**src/rtl/dmem_arbiter.sv**
```systemverilog
// dmem_arbiter: shares the single-port data memory between the MEM stage and
// an external loader/debug port. Define DMEM_ARB_STARVE_EN to enable the
// starvation counter and forced external grant; without it the pipeline has
// strict priority and never stalls.
module dmem_arbiter #(
  parameter int unsigned AW         = 32,
  parameter int unsigned DW         = 32,
  parameter int unsigned STARVE_MAX = 4
) (
  input  logic          clk,
  input  logic          rst,
  // MEM stage requester
  input  logic          p_req,
  input  logic          p_we,
  input  logic [AW-1:0] p_addr,
  input  logic [DW-1:0] p_wdata,
  input  logic [2:0]    p_mode,
  output logic [DW-1:0] p_rdata,
  output logic          p_stall,
  // External requester
  input  logic          x_req,
  input  logic          x_we,
  input  logic [AW-1:0] x_addr,
  input  logic [DW-1:0] x_wdata,
  input  logic [2:0]    x_mode,
  output logic          x_gnt,
  output logic          x_rvalid,
  output logic [DW-1:0] x_rdata,
  // Data memory port
  output logic          m_we,
  output logic [AW-1:0] m_addr,
  output logic [DW-1:0] m_wdata,
  output logic [2:0]    m_mode,
  input  logic [DW-1:0] m_rdata
);

  localparam int unsigned CW = 4;

  // Reject starvation limits that the 4-bit counter cannot represent
  if (STARVE_MAX < 1 || STARVE_MAX > 15) begin : g_bad_starve_max
    $error("dmem_arbiter: STARVE_MAX must be in 1..15");
  end

  logic x_win;

`ifdef DMEM_ARB_STARVE_EN
  logic [CW-1:0] starve_cnt_q;
  logic [CW-1:0] starve_cnt_d;
  logic          starved;

  assign starved = (starve_cnt_q == CW'(STARVE_MAX));
  assign x_win   = x_req & (~p_req | starved);

  // Count consecutive denied external cycles; cleared on grant or idle
  always_comb begin
    starve_cnt_d = starve_cnt_q;
    if (x_win || !x_req) begin
      starve_cnt_d = '0;
    end else if (p_req && !starved) begin
      starve_cnt_d = starve_cnt_q + CW'(1);
    end
  end

  // Starvation counter register
  always_ff @(posedge clk or negedge rst) begin
    if (!rst) begin
      starve_cnt_q <= '0;
    end else begin
      starve_cnt_q <= starve_cnt_d;
    end
  end
`else
  assign x_win = x_req & ~p_req;
`endif

  assign x_gnt   = x_win;
  assign p_stall = p_req & x_win;
  assign p_rdata = m_rdata;

  // Steer the memory port to the winner; a losing or idle pipeline never writes
  always_comb begin
    m_we    = p_we & p_req;
    m_addr  = p_addr;
    m_wdata = p_wdata;
    m_mode  = p_mode;
    if (x_win) begin
      m_we    = x_we;
      m_addr  = x_addr;
      m_wdata = x_wdata;
      m_mode  = x_mode;
    end
  end

  logic          x_rvalid_q;
  logic          x_rvalid_d;
  logic [DW-1:0] x_rdata_q;
  logic [DW-1:0] x_rdata_d;

  // Capture read data at the grant edge of an external read
  always_comb begin
    x_rvalid_d = x_win & ~x_we;
    x_rdata_d  = x_rdata_q;
    if (x_rvalid_d) begin
      x_rdata_d = m_rdata;
    end
  end

  // External read response registers
  always_ff @(posedge clk or negedge rst) begin
    if (!rst) begin
      x_rvalid_q <= 1'b0;
      x_rdata_q  <= '0;
    end else begin
      x_rvalid_q <= x_rvalid_d;
      x_rdata_q  <= x_rdata_d;
    end
  end

  assign x_rvalid = x_rvalid_q;
  assign x_rdata  = x_rdata_q;

endmodule

```
**config.mk**
```make
export PLATFORM = sky130hd
export DESIGN_NAME = dmem_arbiter
export DESIGN_NICKNAME = d
export VERILOG_FILES = /design/src/rtl/dmem_arbiter.sv
export SDC_FILE = /design/constraint.sdc
export NUM_CORES = 1
export LEC_CHECK = 0
export ABC_AREA = 1
export BUFFER_PORTS_ARGS = -buffer_cell sky130_fd_sc_hd__buf_2
export CAP_MARGIN = 20
export CORE_AREA = 2 2 118 120
export DETAILED_ROUTE_END_ITERATION = 10
export DIE_AREA = 0 0 120 122
export PLACE_DENSITY = 0.54
export SLEW_MARGIN = 30
export SYNTH_ARGS = -nofsm -noshare
export SYNTH_HDL_FRONTEND = slang
export SYNTH_SLANG_ARGS = --single-unit
```
**constraint.sdc**
```tcl
create_clock -name clk -period 1.42 [get_ports clk]
set_input_delay 0.071 -clock clk [delete_from_list [all_inputs] [get_ports clk]]
set_output_delay 0.071 -clock clk [all_outputs]
set_load 0.1 [all_outputs]
```
; ---- Yosys cells after proc, flatten, opt, wreduce, memory -nomap -nowiden
; Cells that the tools add are included.
[word_totals]
input_bits = 172
output_inout_bits = 135
word_cells = 12
reg_bits = 33
[classes]
bitwise_logic = 6
n_mux = 4
[op_table]
columns = op, count
row1 = 2-to-1 mux 32 bit, 2
row2 = bitwise AND 1 bit, 4
row3 = 2-to-1 mux 3 bit, 1
row4 = NOT 1 bit, 2
row5 = 2-to-1 mux 1 bit, 1

; ---- Depth between registers and ports, before layout
; Gate-level depths: netlist (run 1).
[depth]
ltp_word = 3
ltp_mapped = 7
mapped_depth_nobuf = 5

; ---- Worst setup path after synthesis (run 1)
; Ideal clock, no wire load.
[synth_timing]
path_type = input port to output port
from = input x_req
to = output m_we
slack_ps = -1161
required_ps = 1349
arrival_time_ps = 2510
stages = 4
n_path_buf = 2
cell_sequence = buf_4 nand2_4 buf_6 o21ai_0
[synth_via]
elab_chain_cells = 2
[synth_rtl]
columns = item, line_no
row1 = from (decl), 21  ; input logic x_req,
row2 = bitwise AND 1 bit, 73  ; assign x_win = x_req & ~p_req;
row3 = 2-to-1 mux 1 bit, 86  ; if (x_win) begin
row4 = to (decl), 30  ; output logic m_we,
; No other way between the ends.

; ---- Final worst setup path (run 1)
[layout_timing]
from = input p_req
to = output m_addr[31]
[layout_via]
elab_chain_cells = 3
[layout_rtl]
columns = item, line_no
row1 = from (decl), 13  ; input logic p_req,
row2 = NOT 1 bit, 73
row3 = bitwise AND 1 bit, 73
row4 = 2-to-1 mux 32 bit, 86
row5 = to (decl), 31  ; output logic [AW-1:0] m_addr,
; No other way between the ends.

==> out/metrics.cfg, run 1 <==
[status]
status=completed

[global_route]
grt_pass1_wl_um=17590
grt-ovfl-total=0
grtUsageTotal_pct=15.47
antenna_found_initial=5
grt_pass1_vias=3167
grt_start_max_net_pins=69

[yosys]
synth_cells=399
syn-num-nets=571
synth_cell_types=15
synth_top_area_cell=nand2_1
synth.most_common_cell=nand2_1
ys_seq_area_share_pct=33.42
avgSynthCellArea_um2=6.193
synth_edf_count=0
yosys_warnings=0
synth_area_leaders=nand2_1 40%, dfrtp_1 33%, buf_4 11%, nand4_1 8.1%, buf_2 2.4%
synth_top_area_share_pct=40.41
synth_area_um2=2471
synthTopCellsByCount=266 x nand2_1, 35 x buf_4, 33 x dfrtp_1, 32 x nand4_1, 12 x buf_2
synthArstFlopShare_pct=100.0
synth-seq-cells=33
synth-main-ff-cell=dfrtp_1

[cts]
h-tree-depth=2
post-cts-setup-buffers=0
cts_root_buffer=clkbuf_16
clk_latency_ns=0.27
numCtsBuffers=5
cts_sinks=33
cts_tree=built
clk_pin_slew_worst_paths_ns=0.06
clk_path_buf_depth=2

[placed_design]
pre_cts_ws_ns=0.1844
place_congestion=0.7425
post_dp_cell_area_um2=4969
dp_hpwl_um=10170
port_buffers=305

[floorplan]
die_w_um=120
coreArea_um2=13500
die_area_um2=14640
start_util_pct=18.30
fp.dieH_um=122
io_pins=307
row_count=43

[cells_and_area]
final_util_pct=38.07
area_growth_pct=108.1
final_nets=832
final_layout_size_suffix_gt1_share_pct=50.61
final_area_um2=5141

[critical_path]
ff2ff_path_depth=2
worstPathMaxFanout=47
cp.required_ns=1.35
slowest_delay_ns=0.22
rrSetupSlack_ns=0.81
end_kind=output port
cp_cell_sequence=buf_2 -> inv_2 -> nand2_4 -> inv_2 -> buf_12 -> nand2_1 -> nand2_1 -> buf_12
crit_path_start=p_req
crit_family=buffers and inverters
r2r_end=x_rdata[26]
worstSetupPathType=in2out
r2r_start=x_rdata[26]
slowest_stage=buf_12
crit_path_start_kind=input pin
crit_buf_inv=5
worstPathArrival_ns=1.12

[drt]
wl_met2_um=6360
routed-wl-met3_um=1141
remaining_drc_errors=0
drtPass1Iterations=4
drt_iter0_drc=196
wl_per_cell_um=14.70
vias=3390
highest_layer=met4
drt-total-wl_um=12360
wirelength_met1_um=4748
ant_nets=0
viasPerCell=4.031

[timing]
final_max_slew_viol_count=0
finalClockSkew_ns=0
setup_viol=0
rsz0062_at_grt=no
tns_ns=0
holdWs_ns=0.05943
worstMarginPinSlew_ns=0.5120
fmax_mhz=838.9
setup_slack_ns=0.2279
finalCritPeriodShare_pct=83.95
hold_viol=0
period_needed_ns=1.192
relSlewSlack_pct=66.10

[power]
leakagePower_nw=3.017
powerDensity_nw_per_um2=1305
vdd_ir_drop_max_mv=0.7353

[min_path]
min_to=x_rdata[4]
hp-start=m_rdata[4]
hold_path.class=in2reg
holdPathStages=3

[flow_run]
drv_cap=0

-- sequential cells by signal, summed over array words and instances (netlist names) --
signal,cells
x_rdata,32
x_rvalid,1
-- cell families (layout without fill, tap and decap cells) --
| group | count (synthesis) | count (layout) | synth area share, % |
|---|---|---|---|
| AND/OR/NAND/NOR | 300 | 300 | 49.37 |
| buffers and inverters | 64 | 325 | 16.86 |
| flip-flops | 33 | 33 | 33.42 |
| other | 1 | 2 | 0.1518 |
| AO/OA/AOI/OAI | 1 | 1 | 0.2023 |
-- placed cells by master, fill, tap and decap left out, drive strengths merged --
cell	instances
buf	313
bufinv	1
clkbuf	5
clkinv	2
conb	1
dfrtp	33
diode	1
dlygate4sd3	1
inv	3
nand2	267
nand3	1
nand4	32
o21ai	1
-- cell type report --
cell class / count / area, µm²
Fill cell: 1430 / 8363
Timing Repair Buffer: 314 / 2658
Multi-Input combinational cell: 302 / 1255
Sequential cell: 33 / 825.8
Tap cell: 180 / 225.2
Clock buffer: 5 / 125.1
Clock inverter: 2 / 35.03
Inverter: 4 / 15.01
Antenna cell: 1 / 2.502
-- report_power, final --
group          leakage, nW  switching (mW)  total [mW]  internal (mW)
sequential           0.413          0.0733        1.16           1.09
combinational         2.52            3.29        4.34           1.05
clock               0.0797           0.397        1.21          0.814
-- metrics by stage --
stage | cells | power [mW]
floorplan | 399 | 4.265
global placement | 832 | 5.517
detailed placement | 832 | 5.536
CTS | 840 | 6.777
global route | 840 | 6.945
finish | 841 | 6.710
-- worst max-delay path by stage --
stage / endpoint / slack [ns] / cells past startpoint
after CTS: m_addr[31] / 0.21 / 8
final: m_addr[31] / 0.23 / 8
after floorplan: m_wdata[11] / 0.05 / 6
after global placement: x_rdata[23] / 0.22 / 7
after global routing: m_addr[31] / 0.11 / 8
after detailed placement: x_rdata[18] / 0.18 / 7
-- worst reg2reg max path: stages (launching register included) --
cell and delay [ns]:
dfrtp_1 0.39, nand2_1 0.07, nand2_1 0.05
-- repair_timing --
action | in CTS | in global routing
endpoints found under the setup margin | 0 | 0
hold buffers | 1 | 0
resized for setup | 0 | 0
hold endpoints to repair | 33 | 0
-- per-layer routing --
| metal | track usage, % | up-vias |
|---|---|---|
| met5 | 0 | - |
| li1 | - | 1725 |
| met3 | 4.167 | 14 |
| met2 | 28.41 | 191 |
| met4 | 2.500 | 0 |
| met1 | 18.28 | 1460 |
(Power assumes the default switching activity.)
==> inputs of run 2 (changes only) <==
--- a/config.mk
+++ b/config.mk
@@ -5,13 +5,13 @@
 export SDC_FILE = /design/constraint.sdc
 export NUM_CORES = 1
 export LEC_CHECK = 0
-export ABC_AREA = 1
+export ABC_AREA = 0
 export BUFFER_PORTS_ARGS = -buffer_cell sky130_fd_sc_hd__buf_2
 export CAP_MARGIN = 20
-export CORE_AREA = 2 2 118 120
+export CORE_AREA = 2 2 119 121
 export DETAILED_ROUTE_END_ITERATION = 10
-export DIE_AREA = 0 0 120 122
-export PLACE_DENSITY = 0.54
+export DIE_AREA = 0 0 121 123
+export PLACE_DENSITY = 0.55
 export SLEW_MARGIN = 30
 export SYNTH_ARGS = -nofsm -noshare
 export SYNTH_HDL_FRONTEND = slang
==> constraint.sdc (replaced) <==
create_clock -name clk -period 1 [get_ports clk]
set_input_delay 0.05 -clock clk [delete_from_list [all_inputs] [get_ports clk]]
set_output_delay 0.05 -clock clk [all_outputs]
set_load 0.1 [all_outputs]
==> run 2 against run 1 <==
The run now ends with setup timing left; cell count down 21%; die area up 1.7%; clock power up 51%; critical path type unchanged; critical endpoint unchanged; clock skew unchanged; global-route usage down 1.2 points; largest power group unchanged; sequential power up 75%.
==> out/metrics.cfg, run 2 <==
[critical_path]
crit_buf_inv=5  ; unchanged
cp_cell_sequence=buf_8 -> nand2b_4 -> buf_6 -> buf_6 -> buf_12 -> mux2_4 -> buf_12
crit_path_start_kind=input pin
end_kind=output port
worstPathArrival_ns=1.20  ; +0.08 ns
cp.required_ns=0.95  ; -0.40 ns
crit_family=buffers and inverters
slowest_stage=mux2_4
slowest_delay_ns=0.33  ; +0.11 ns
worstSetupPathType=in2out
worstPathMaxFanout=6  ; -87%

[power]
power_frac_seq_pct=17.5  ; +0.2 points
p_int_mw=5.899  ; +100%
leakagePower_nw=3.305  ; +9.6%
switching_share_pct=49.20  ; -6.8 points
p_comb_share_pct=66.7  ; +2.0 points
powerDensity_nw_per_um2=1783  ; +37%
finalPower_mw=11.61  ; +73%
vdd_ir_drop_max_mv=1.176  ; +60%
net-switching-power_mw=5.714  ; +52%
pwr-share-clk_pct=15.8  ; -2.2 points

[global_route]
antenna_found_initial=3  ; -2
grt_start_max_net_pins=34  ; -51%
grt_pass1_wl_um=16080  ; -8.6%
grt_pass1_vias=2714  ; -14%
grt-ovfl-total=0  ; unchanged
grtUsageTotal_pct=14.28  ; -1.2 points

[floorplan]
fp.dieH_um=123  ; +0.82%
die_w_um=121  ; +0.83%
coreArea_um2=13610  ; +0.80%
row_count=43  ; unchanged
start_util_pct=17.60  ; -0.70 points
io_pins=307  ; unchanged
die_area_um2=14880  ; +1.7%

[timing]
finalClockSkew_ns=0  ; unchanged
final_max_slew_viol_count=0  ; unchanged
holdWs_ns=0.01104  ; -0.04839 ns
setup_viol=85  ; +85
setup_slack_ns=-0.2475  ; -0.4754 ns
hold_viol=0  ; unchanged
period_needed_ns=1.247
finalCritPeriodShare_pct=124.7
fmax_mhz=801.6
rsz0062_at_grt=yes

[yosys]
synth_top_area_cell=mux2_2
synth_area_leaders=mux2_2 37%, dfrtp_1 34%, mux2_4 12%, buf_4 11%, buf_8 1.3%
synth_edf_count=0  ; unchanged
yosys_warnings=0  ; unchanged
synth_cell_types=13  ; -2
synth_top_area_share_pct=37.13  ; -3.3 points
synth-seq-cells=33  ; unchanged
synth_cells=181  ; -55%
synth.most_common_cell=mux2_2
synth-main-ff-cell=dfrtp_1
syn-num-nets=353  ; -38%
synth_area_um2=2396  ; -3.0%
ys_seq_area_share_pct=34.46  ; +1.0 points
synthArstFlopShare_pct=100.0  ; unchanged
avgSynthCellArea_um2=13.24  ; +110%
synthTopCellsByCount=79 x mux2_2, 36 x buf_4, 33 x dfrtp_1, 19 x mux2_4, 4 x buf_2

[cts]
clk_latency_ns=0.27  ; about the same
numCtsBuffers=5  ; unchanged
h-tree-depth=2  ; unchanged
cts_root_buffer=clkbuf_16
cts_sinks=33  ; unchanged
clk_pin_slew_worst_paths_ns=0.06  ; about the same
cts_tree=built
clk_path_buf_depth=2  ; unchanged

[flow_run]
drv_cap=0  ; unchanged

[cells_and_area]
final_layout_size_suffix_gt1_share_pct=99.38  ; +49 points
area_growth_pct=171.7
largest_reg_flops=32  ; unchanged
mostFrequentLayoutCell=buf_2
fillers=1189  ; -17%
final_nets=651  ; -22%
final_area_um2=6511  ; +27%
layout_common_cells=200 x buf_2, 109 x buf_12, 95 x mux2_4, 32 x dfrtp_4, 10 x buf_6

[drt]
vias=2607  ; -23%
viasPerCell=3.938  ; -2.3%
drt_iter0_drc=39  ; -80%
wl_per_cell_um=18.60  ; +27%
drt-total-wl_um=12310  ; -0.39%
remaining_drc_errors=0  ; unchanged
drtPass1Iterations=4  ; unchanged
ant_nets=0  ; unchanged

[min_path]
hold_path.class=in2reg

[status]
status=finished with violations
violations=setup timing

[placed_design]
post_dp_cell_area_um2=5756  ; +16%
port_buffers=305  ; unchanged
place_congestion=0.6938  ; -6.6%
pre_cts_ws_ns=-0.2768  ; -0.4612 ns
dp_hpwl_um=9646  ; -5.1%

-- run 2: cell count changes in the layout (fill, tap and decap cells not counted), sizes merged, moves of 2 or more --
| cell | previous run | this run |
|---|---|---|
| clkinv | 2 | 0 |
| nand4 | 32 | 0 |
| nand2 | 267 | 0 |
| buf | 313 | 331 |
| mux2 | 0 | 99 |
| clkbuf | 5 | 9 |
| inv | 3 | 0 |
| clkinvlp | 0 | 2 |
-- run 2: logic make-up after synthesis --
kind of cell / count (synthesis) / synth area share, %
AOI/OAI and AO/OA: 1 / 0.3656
buffers and inverters: 45 / 14.46
DFF: 33 / 34.46
muxes: 99 / 49.50
other: 1 / 0.1565
and+or+nand+nor: 2 / 1.045
-- run 2: final cells by class --
cell class | instances | area (µm²) | share of cell area (%)
inverters | 1 | 7.507 | 0.1153
multi-input cells | 103 | 1525 | 23.42
flip-flops and latches | 33 | 945.9 | 14.53
repair buffers | 335 | 3626 | 55.69
diodes | 2 | 5.005 | 0.07686
well taps | 180 | 225.2 | 3.459
clock inverters | 2 | 37.54 | 0.5765
clock buffers | 6 | 138.9 | 2.133
-- run 2: metrics by stage --
step,utilization (%),std cells,TNS [ns]
after floorplan,-,181,-2.997
after global placement,42.28,630,-19.01
after detailed placement,42.28,630,-20.51
after CTS,46.25,655,-14.61
after global routing,47.82,661,-16.32
final,47.84,662,-14.21
-- run 2: worst paths after layout --
check                             from     endpoint  slack (ns)  cells after the start
min in group asynchronous          rst  x_rdata[27]        0.26                      3
hold reg to reg            x_rdata[23]  x_rdata[23]        0.59                      1
setup / recovery                 p_req   m_addr[31]       -0.25                      7
max in group asynchronous          rst  x_rdata[19]        0.54                      3
hold / removal             m_rdata[28]  x_rdata[28]        0.01                      2
setup reg to reg           x_rdata[10]  x_rdata[10]        0.11                      1
-- run 2: power by group through the flow --
stage / combinational [mW] / sequential, mW / clock, mW
after floorplan: 2.99 / 3.75 / 0
after global placement: 7.37 / 2.02 / 0
after detailed placement: 7.42 / 2.05 / 0
after CTS: 7.62 / 2.02 / 1.89
after global routing: 7.92 / 2.06 / 1.94
final: 7.75 / 2.03 / 1.83
-- run 2: layer usage --
layer	global-route usage (%)	vias up	routed length, µm
li1	-	1204	-
met1	15.06	1253	4201
met2	27.49	142	6880
met3	5.074	6	1126
met4	2.471	2	85
met5	0	-	17
-- run 2: repair_timing --
item                                    CTS  global route
cloned                                    7             4
pin swaps                                 2             1
endpoints found under the setup margin   75           124
resized for setup                        32            32
hold buffers                              1             0
hold endpoints to repair                 33             0
setup buffers                            11             2
